<file path="src/rtl/gp_engine_pkg.sv">
// Shared types and AHB-Lite encodings for the GP engine configuration path.
package gp_engine_pkg;

  // Bridge FSM states
  typedef enum logic [2:0] {
    IDLE  = 3'd0,
    WDATA = 3'd1,
    REQ   = 3'd2,
    DONE  = 3'd3,
    ERR1  = 3'd4,
    ERR2  = 3'd5
  } bridge_state_e;

  localparam logic [1:0] HTRANS_IDLE   = 2'b00;
  localparam logic [1:0] HTRANS_BUSY   = 2'b01;
  localparam logic [1:0] HTRANS_NONSEQ = 2'b10;
  localparam logic [1:0] HTRANS_SEQ    = 2'b11;

  localparam logic [2:0] HSIZE_WORD = 3'b010;

  localparam logic HRESP_OKAY  = 1'b0;
  localparam logic HRESP_ERROR = 1'b1;

endpackage

</file>
<file path="src/rtl/gp_ahb_reg_bridge_if.sv">
// AHB-Lite slave port plus register-file request port of the bridge.
interface gp_ahb_reg_bridge_if #(
  parameter int unsigned DATA_WIDTH = 32,
  parameter int unsigned ADDR_WIDTH = 32
);
  // AHB-Lite side
  logic                  HSEL;
  logic [ADDR_WIDTH-1:0] HADDR;
  logic [1:0]            HTRANS;
  logic                  HWRITE;
  logic [2:0]            HSIZE;
  logic [DATA_WIDTH-1:0] HWDATA;
  logic                  HREADY;
  logic                  HREADYOUT;
  logic                  HRESP;
  logic [DATA_WIDTH-1:0] HRDATA;
  // Register-file side
  logic                  slv_o_valid;
  logic [DATA_WIDTH-1:0] slv_i_wr_data;
  logic [ADDR_WIDTH-1:0] slv_i_addr;
  logic                  slv_i_rd0_wr1;
  logic                  slv_i_ready;
  logic [DATA_WIDTH-1:0] slv_o_read_data;
  logic                  slv_o_rd_valid;

  // Bridge view
  modport slave (
    input  HSEL, HADDR, HTRANS, HWRITE, HSIZE, HWDATA, HREADY,
    output HREADYOUT, HRESP, HRDATA,
    output slv_o_valid, slv_i_wr_data, slv_i_addr, slv_i_rd0_wr1,
    input  slv_i_ready, slv_o_read_data, slv_o_rd_valid
  );

  // Bus master / register-file view
  modport master (
    output HSEL, HADDR, HTRANS, HWRITE, HSIZE, HWDATA, HREADY,
    input  HREADYOUT, HRESP, HRDATA,
    input  slv_o_valid, slv_i_wr_data, slv_i_addr, slv_i_rd0_wr1,
    output slv_i_ready, slv_o_read_data, slv_o_rd_valid
  );

endinterface

</file>
<file path="src/rtl/gp_ahb_reg_bridge.sv">
// AHB-Lite slave that turns each transfer into one register-file request,
// stretching the data phase until the register file answers or times out.
module gp_ahb_reg_bridge
  import gp_engine_pkg::*;
#(
  parameter int unsigned DATA_WIDTH     = 32,
  parameter int unsigned ADDR_WIDTH     = 32,
  parameter int unsigned REG_SPAN       = 16,
  parameter int unsigned TIMEOUT_CYCLES = 16
) (
  input  logic                i_clk,
  input  logic                i_rstn,
  gp_ahb_reg_bridge_if.slave  bus
);

  localparam int unsigned           CNT_W    = $clog2(TIMEOUT_CYCLES + 1);
  localparam logic [CNT_W-1:0]      CNT_LAST = CNT_W'(TIMEOUT_CYCLES - 1);
  localparam logic [ADDR_WIDTH-1:0] SPAN     = ADDR_WIDTH'(REG_SPAN);

  bridge_state_e         r_state;
  logic [CNT_W-1:0]      r_cnt;
  logic [ADDR_WIDTH-1:0] r_addr;
  logic                  r_rd0_wr1;
  logic [DATA_WIDTH-1:0] r_wr_data;
  logic [DATA_WIDTH-1:0] r_rd_data;
  logic                  r_valid;
  logic                  r_hreadyout;
  logic                  r_hresp;

  bridge_state_e         w_state_nxt;
  logic [CNT_W-1:0]      w_cnt_nxt;
  logic [ADDR_WIDTH-1:0] w_addr_nxt;
  logic                  w_rd0_wr1_nxt;
  logic [DATA_WIDTH-1:0] w_wr_data_nxt;
  logic [DATA_WIDTH-1:0] w_rd_data_nxt;
  logic                  w_valid_nxt;
  logic                  w_hreadyout_nxt;
  logic                  w_hresp_nxt;
  logic                  w_active;
  logic                  w_accept;
  logic                  w_legal;

  // Transfer qualification: only NONSEQ/SEQ with select and bus ready are taken
  assign w_active = (bus.HTRANS == HTRANS_NONSEQ) || (bus.HTRANS == HTRANS_SEQ);
  assign w_accept = bus.HSEL && bus.HREADY && w_active;
  assign w_legal  = (bus.HSIZE == HSIZE_WORD) && (bus.HADDR[1:0] == 2'b00) &&
                    (bus.HADDR < SPAN);

  // Next-state, datapath and output decode; outputs follow the next state
  always_comb begin
    w_state_nxt   = r_state;
    w_cnt_nxt     = r_cnt;
    w_addr_nxt    = r_addr;
    w_rd0_wr1_nxt = r_rd0_wr1;
    w_wr_data_nxt = r_wr_data;
    w_rd_data_nxt = r_rd_data;

    case (r_state)
      IDLE, DONE, ERR2: begin
        w_state_nxt = IDLE;
        if (w_accept) begin
          if (!w_legal) begin
            w_state_nxt = ERR1;
          end else begin
            w_addr_nxt    = bus.HADDR;
            w_rd0_wr1_nxt = bus.HWRITE;
            w_cnt_nxt     = '0;
            w_state_nxt   = bus.HWRITE ? WDATA : REQ;
          end
        end
      end
      WDATA: begin
        w_wr_data_nxt = bus.HWDATA;
        w_cnt_nxt     = '0;
        w_state_nxt   = REQ;
      end
      REQ: begin
        // A response in the expiry cycle still wins over the timeout
        if (r_rd0_wr1 && bus.slv_i_ready) begin
          w_state_nxt = DONE;
        end else if (!r_rd0_wr1 && bus.slv_o_rd_valid) begin
          w_rd_data_nxt = bus.slv_o_read_data;
          w_state_nxt   = DONE;
        end else if (r_cnt == CNT_LAST) begin
          w_state_nxt = ERR1;
        end else begin
          w_cnt_nxt = r_cnt + CNT_W'(1);
        end
      end
      ERR1:    w_state_nxt = ERR2;
      default: w_state_nxt = IDLE;
    endcase

    w_valid_nxt     = (w_state_nxt == REQ);
    w_hreadyout_nxt = (w_state_nxt == IDLE) || (w_state_nxt == DONE) ||
                      (w_state_nxt == ERR2);
    w_hresp_nxt     = ((w_state_nxt == ERR1) || (w_state_nxt == ERR2)) ?
                      HRESP_ERROR : HRESP_OKAY;
  end

  // State and registered outputs
  always_ff @(posedge i_clk) begin
    if (i_rstn) begin
      r_state     <= IDLE;
      r_cnt       <= '0;
      r_addr      <= '0;
      r_rd0_wr1   <= 1'b0;
      r_wr_data   <= '0;
      r_rd_data   <= '0;
      r_valid     <= 1'b0;
      r_hreadyout <= 1'b1;
      r_hresp     <= HRESP_OKAY;
    end else begin
      r_state     <= w_state_nxt;
      r_cnt       <= w_cnt_nxt;
      r_addr      <= w_addr_nxt;
      r_rd0_wr1   <= w_rd0_wr1_nxt;
      r_wr_data   <= w_wr_data_nxt;
      r_rd_data   <= w_rd_data_nxt;
      r_valid     <= w_valid_nxt;
      r_hreadyout <= w_hreadyout_nxt;
      r_hresp     <= w_hresp_nxt;
    end
  end

  assign bus.HREADYOUT     = r_hreadyout;
  assign bus.HRESP         = r_hresp;
  assign bus.HRDATA        = r_rd_data;
  assign bus.slv_o_valid   = r_valid;
  assign bus.slv_i_wr_data = r_wr_data;
  assign bus.slv_i_addr    = r_addr;
  assign bus.slv_i_rd0_wr1 = r_rd0_wr1;

endmodule
</file>
<file path="src/flat_wrapper.sv">
// flat-port wrapper written by rule: the top's interface ports become plain ports
module gp_ahb_reg_bridge_flat import gp_engine_pkg::*;
#(
  parameter int unsigned DATA_WIDTH     = 32,
  parameter int unsigned ADDR_WIDTH     = 32,
  parameter int unsigned REG_SPAN       = 16,
  parameter int unsigned TIMEOUT_CYCLES = 16
)
  (i_clk, i_rstn, bus_HSEL, bus_HADDR, bus_HTRANS, bus_HWRITE, bus_HSIZE, bus_HWDATA, bus_HREADY, bus_HREADYOUT, bus_HRESP, bus_HRDATA, bus_slv_o_valid, bus_slv_i_wr_data, bus_slv_i_addr, bus_slv_i_rd0_wr1, bus_slv_i_ready, bus_slv_o_read_data, bus_slv_o_rd_valid);
  gp_ahb_reg_bridge_if #(.DATA_WIDTH(DATA_WIDTH), .ADDR_WIDTH(ADDR_WIDTH)) bus_i ();
  input  logic i_clk;
  input  logic i_rstn;
  input wire logic [$bits(bus_i.HSEL)-1:0] bus_HSEL;
  input wire logic [$bits(bus_i.HADDR)-1:0] bus_HADDR;
  input wire logic [$bits(bus_i.HTRANS)-1:0] bus_HTRANS;
  input wire logic [$bits(bus_i.HWRITE)-1:0] bus_HWRITE;
  input wire logic [$bits(bus_i.HSIZE)-1:0] bus_HSIZE;
  input wire logic [$bits(bus_i.HWDATA)-1:0] bus_HWDATA;
  input wire logic [$bits(bus_i.HREADY)-1:0] bus_HREADY;
  output wire logic [$bits(bus_i.HREADYOUT)-1:0] bus_HREADYOUT;
  output wire logic [$bits(bus_i.HRESP)-1:0] bus_HRESP;
  output wire logic [$bits(bus_i.HRDATA)-1:0] bus_HRDATA;
  output wire logic [$bits(bus_i.slv_o_valid)-1:0] bus_slv_o_valid;
  output wire logic [$bits(bus_i.slv_i_wr_data)-1:0] bus_slv_i_wr_data;
  output wire logic [$bits(bus_i.slv_i_addr)-1:0] bus_slv_i_addr;
  output wire logic [$bits(bus_i.slv_i_rd0_wr1)-1:0] bus_slv_i_rd0_wr1;
  input wire logic [$bits(bus_i.slv_i_ready)-1:0] bus_slv_i_ready;
  input wire logic [$bits(bus_i.slv_o_read_data)-1:0] bus_slv_o_read_data;
  input wire logic [$bits(bus_i.slv_o_rd_valid)-1:0] bus_slv_o_rd_valid;
  assign bus_i.HSEL = bus_HSEL;
  assign bus_i.HADDR = bus_HADDR;
  assign bus_i.HTRANS = bus_HTRANS;
  assign bus_i.HWRITE = bus_HWRITE;
  assign bus_i.HSIZE = bus_HSIZE;
  assign bus_i.HWDATA = bus_HWDATA;
  assign bus_i.HREADY = bus_HREADY;
  assign bus_HREADYOUT = bus_i.HREADYOUT;
  assign bus_HRESP = bus_i.HRESP;
  assign bus_HRDATA = bus_i.HRDATA;
  assign bus_slv_o_valid = bus_i.slv_o_valid;
  assign bus_slv_i_wr_data = bus_i.slv_i_wr_data;
  assign bus_slv_i_addr = bus_i.slv_i_addr;
  assign bus_slv_i_rd0_wr1 = bus_i.slv_i_rd0_wr1;
  assign bus_i.slv_i_ready = bus_slv_i_ready;
  assign bus_i.slv_o_read_data = bus_slv_o_read_data;
  assign bus_i.slv_o_rd_valid = bus_slv_o_rd_valid;
  gp_ahb_reg_bridge #(.DATA_WIDTH(DATA_WIDTH), .ADDR_WIDTH(ADDR_WIDTH), .REG_SPAN(REG_SPAN), .TIMEOUT_CYCLES(TIMEOUT_CYCLES)) u_core (.i_clk(i_clk), .i_rstn(i_rstn), .bus(bus_i));
endmodule
</file>
<file path="config.mk">
export PLATFORM = sky130hd
export DESIGN_NAME = gp_ahb_reg_bridge_flat
export DESIGN_NICKNAME = d
export VERILOG_FILES = /design/src/rtl/gp_engine_pkg.sv /design/src/rtl/gp_ahb_reg_bridge_if.sv /design/src/rtl/gp_ahb_reg_bridge.sv /design/src/flat_wrapper.sv
export SDC_FILE = /design/constraint.sdc
export NUM_CORES = 1
export LEC_CHECK = 0
export ABC_CLOCK_PERIOD_IN_PS = 2600
export BUFFER_PORTS_ARGS = -buffer_cell sky130_fd_sc_hd__buf_2
export CAP_MARGIN = 20
export CELL_PAD_IN_SITES_DETAIL_PLACEMENT = 1
export CELL_PAD_IN_SITES_GLOBAL_PLACEMENT = 1
export CORE_MARGIN = 2
export CORE_UTILIZATION = 31
export CTS_CLUSTER_SIZE = 40
export DETAILED_ROUTE_END_ITERATION = 7
export GPL_ROUTABILITY_DRIVEN = 1
export PLACE_DENSITY = 0.87
export SYNTH_ARGS = -nofsm -noshare
export SYNTH_HDL_FRONTEND = slang
export SYNTH_SLANG_ARGS = --single-unit
</file>
<file path="constraint.sdc">
create_clock -name i_clk -period 2.6 [get_ports i_clk]
set_input_delay 0.26 -clock i_clk [delete_from_list [all_inputs] [get_ports i_clk]]
set_output_delay 0.26 -clock i_clk [all_outputs]
set_load 0.01 [all_outputs]
</file>
==> results_dict.tcl <==
set metrics [dict create \
    ioPinCount 208 \
    numPortBuffers 206 \
    coreArea_um2 12520 \
    cts_max_path_buffers 2 \
    setup_repair_after_global_routing_missed_its_margin "no" \
    required_ns 2.87 \
    fin_ws_ns 0.4551 \
    fillCellCount 1583 \
    post_cts_hold_buffer_count 0 \
    timing.critical_path.arrival_ns 2.42 \
    clockRootBuffer "sky130_fd_sc_hd__clkbuf_16" \
    remaining_drc_errors 0 \
    first_pass_iters 4 \
    power.leakage_uw 0.002439 \
    post-route-period-util_pct 82.50 \
    hpwlAfterDp_um 8716 \
    weighted_congestion_reported_at_the_end_of_routability_driven_placement 0.6983 \
    cts_num_sinks 108 \
    report.final.slew_viol_count 0 \
    number_of_failing_setup_endpoints_in_the_final_timing_report 0 \
    drive_gt1_share_pct 42.02 \
    grt_pass1_wl_um 17700 \
    status "complete, no violations" \
    grt_start_max_net_pins 41 \
    detailedRoute.firstIterationViolations 168 \
    antenna_found_initial 1 \
    insertion_delay_ns 0.34 \
    worst_hold_startpoint "bus_slv_o_read_data[1]" \
    whs_path_depth 3 \
    final_net_count 750 \
    yosysMostFrequentCell "sky130_fd_sc_hd__nand2_1" \
    fin_skew_ns 0.006321 \
    synth_top_cells_by_area "sky130_fd_sc_hd__dfxtp_1, sky130_fd_sc_hd__nand2_1, sky130_fd_sc_hd__a21oi_1" \
    worst_slew_pin_slew_ns 0.6640 \
    crit_path_end_kind "flip-flop" \
    dieHeight_um 117.0 \
    critical_path_peak_fanout 7 \
    clkSlewWorstSetupHoldPaths_ns 0.07 \
    die_area_um2 13680 \
    timing.critical_path.from_type "flip-flop" \
    rows 41 \
    parity_gate_share_of_the_synthesized_area_counting_xor_and_xnor_cells_pct 0.2214 \
    area.growth.synth_to_final_pct 36.44 \
    synth_largest_area_cell "sky130_fd_sc_hd__dfxtp_1" \
    die-width_um 117.0 \
    synth_enable_flop_cells 0 \
    synthSimpleGateAreaFrac_pct 27.87 \
    multi_input_comb_area_um2 1654 \
    yosysTopAreaCellShare_pct 54.67 \
    route.final.wire_length_um 11420 \
    worst_ir_drop_on_vdd_mv 0.2936 \
    dp_worst_setup_slack_ns 0.4683 \
    fmaxAchievable_mhz 466.2 \
    cts_made_buffers 9 \
    cts_tree "yes" \
    synth-async-reset-ratio_pct 0 \
    ys_seq_elements 108 \
    count_of_endpoints_failing_hold_in_the_final_timing_report 0 \
    global_route.usage.total_pct 16.30 \
    hold_path_class "input port to flip-flop" \
    most_crowded_layer_gr "met2" \
    met1_usage_pct 18.30 \
    critical_path.reg2reg.startpoint "u_core.r_cnt[0]$_SDFFE_PP0P_" \
    drv.max_cap_violation_count 0 \
    muxShareOfSynthArea_pct 1.012 \
    setup_tns_ns 0 \
    insertedDiodeCount 0 \
    groute.layer.met2.usage_pct 29.02 \
    relSlewSlack_pct 55.63 \
    netlist_top_cells_count "sky130_fd_sc_hd__nand2_1, sky130_fd_sc_hd__dfxtp_1, sky130_fd_sc_hd__a21oi_1, sky130_fd_sc_hd__and2_4, sky130_fd_sc_hd__clkbuf_1" \
    cts_setup_buffers 0 \
    grt_overflow 0 \
    wire_per_inst_um 13.97 \
    via_per_inst 4.602 \
    synth_seq_area_share_pct 54.67 \
    clock_tree.htree_level_count 3 \
    number_of_cells_traversed_by_the_worst_register_to_register_path 8 \
    main_combinational_cell_family_by_area_after_synthesis "simple AND/OR/NAND/NOR gates" \
    rrSetupSlack_ns 0.46 \
    global_route.usage.met3_pct 4.892 \
    power-per-cell-area_nw_per_um2 599.3 \
    synth-warning-count 0 \
    start_util_pct 31.60 \
    antenna_left 0 \
    via_count 3760 \
    timing.rr.end "u_core.bus.HREADYOUT$_SDFF_PP1_" \
    worst-setup-path-type "flip-flop to flip-flop" \
    synth_area_um2 3955 \
    hold_path_end "u_core.bus.HRDATA[1]$_SDFFE_PP0P_" \
    synthesis.instances 445 \
    adder_cell_share_of_the_synthesized_area_pct 0.6327 \
    via_count_of_the_first_global_routing_pass 3828 \
    yosys_most_used_dff "sky130_fd_sc_hd__dfxtp_1" \
    synth.avg_cell_area_um2 8.888 \
    synth_fp_nets 555 \
    synth-compound-area-share_pct 11.89 \
    post_cts_resized 0 \
    finalCriticalPeriod_ns 2.145 \
    sequential_cell_area_um2 2162 \
    number_of_unique_standard_cell_types_used_by_synthesis 40 \
]
critical path, stage by stage (launching register included):
cell,delay [ns]
sky130_fd_sc_hd__dfxtp_1,0.34
sky130_fd_sc_hd__ha_1,0.23
sky130_fd_sc_hd__and3_1,0.19
sky130_fd_sc_hd__ha_1,0.26
sky130_fd_sc_hd__nor4bb_1,0.16
sky130_fd_sc_hd__a2bb2oi_1,0.23
sky130_fd_sc_hd__nor4b_1,0.36
sky130_fd_sc_hd__nor2_1,0.13
sky130_fd_sc_hd__a22oi_1,0.19
per-layer routing:
layer | wire, um | vias to the layer above
li1 | - | 1855
met1 | 4609 | 1757
met2 | 5744 | 133
met3 | 901 | 15
met4 | 162 | 0
met5 | 0 | -
kinds of logic after synthesis:
family | Yosys count
fa+ha+maj | 2
buf+inv | 31
xor+xnor | 1
flops | 108
simple gates | 216
compound gates | 83
mux | 4
through the flow:
| step | power, uW | hold slack [ns] | cells | util (%) | cell area [um2] |
|---|---|---|---|---|---|
| finish | 3234 | 0.1535 | 817 | 43.11 | 5396 |
| floorplan | 1866 | 0.3960 | 445 | - | 3955 |
| global route | 3381 | 0.1452 | 817 | 43.11 | 5396 |
| CTS | 3289 | 0.1379 | 817 | 43.11 | 5396 |
| global placement | 1985 | 0.4388 | 801 | 40.89 | 5119 |
| detailed placement | 2002 | 0.4453 | 801 | 40.89 | 5119 |
power by group:
part           total [uW]  internal (uW)  switching (uW)
Sequential           1700           1680            20.4
Combinational         257            117             140
Clock                1270            655             619
sequential cells by signal, indices dropped and copies added, names as in the netlist:
name	count
u_core.bus.HRESP	1
u_core.bus.HREADYOUT	1
u_core.bus.slv_i_wr_data	32
u_core.bus.HRDATA	32
u_core.r_cnt	5
u_core.bus.slv_i_addr	32
u_core.r_state	3
u_core.bus.slv_o_valid	1
u_core.bus.slv_i_rd0_wr1	1
layout make-up:
| class | instances | area share (%) |
|---|---|---|
| clock inverter | 7 | 0.9738 |
| sequential | 108 | 40.06 |
| clock buffer | 9 | 4.173 |
| tap | 172 | 3.988 |
| multi-input combinational | 306 | 30.65 |
| timing repair buffer | 212 | 19.94 |
| inverter | 3 | 0.2087 |
worst max path at each step:
stage,start,to,slack (ns),cells past startpoint
2_1_floorplan,u_core.r_cnt[0]$_SDFFE_PP0P_,u_core.bus.HREADYOUT$_SDFF_PP1_,0.71,8
3_3_place_gp,u_core.r_cnt[0]$_SDFFE_PP0P_,u_core.bus.HREADYOUT$_SDFF_PP1_,0.53,8
3_5_place_dp,u_core.r_cnt[0]$_SDFFE_PP0P_,u_core.bus.HREADYOUT$_SDFF_PP1_,0.47,8
4_1_cts,u_core.r_cnt[0]$_SDFFE_PP0P_,u_core.bus.HREADYOUT$_SDFF_PP1_,0.46,8
5_1_grt,u_core.r_cnt[0]$_SDFFE_PP0P_,u_core.bus.HREADYOUT$_SDFF_PP1_,0.30,8
6_report,u_core.r_cnt[0]$_SDFFE_PP0P_,u_core.bus.HREADYOUT$_SDFF_PP1_,0.46,8
cells in the final DEF, fill, tap and decap left out, types with 2 or more instances in the layout:
| cell | count |
|---|---|
| sky130_fd_sc_hd__or2_2 | 3 |
| sky130_fd_sc_hd__ha_1 | 2 |
| sky130_fd_sc_hd__mux2i_1 | 4 |
| sky130_fd_sc_hd__buf_2 | 206 |
| sky130_fd_sc_hd__dfxtp_1 | 108 |
| sky130_fd_sc_hd__nor2_1 | 16 |
| sky130_fd_sc_hd__nand4_1 | 2 |
| sky130_fd_sc_hd__a311oi_1 | 3 |
| sky130_fd_sc_hd__clkinv_4 | 3 |
| sky130_fd_sc_hd__nor3_2 | 2 |
| sky130_fd_sc_hd__nor4_1 | 7 |
| sky130_fd_sc_hd__o21ai_0 | 3 |
| sky130_fd_sc_hd__nand2_1 | 131 |
| sky130_fd_sc_hd__and2_4 | 30 |
| sky130_fd_sc_hd__nand2b_1 | 5 |
| sky130_fd_sc_hd__buf_4 | 6 |
| sky130_fd_sc_hd__nand3_1 | 3 |
| sky130_fd_sc_hd__a21oi_1 | 69 |
| sky130_fd_sc_hd__inv_1 | 3 |
| sky130_fd_sc_hd__nor4b_1 | 3 |
| sky130_fd_sc_hd__clkbuf_16 | 9 |
| sky130_fd_sc_hd__clkinv_2 | 2 |
| sky130_fd_sc_hd__nor2b_1 | 2 |
No activity file was read; power rests on OpenSTA's default activity.
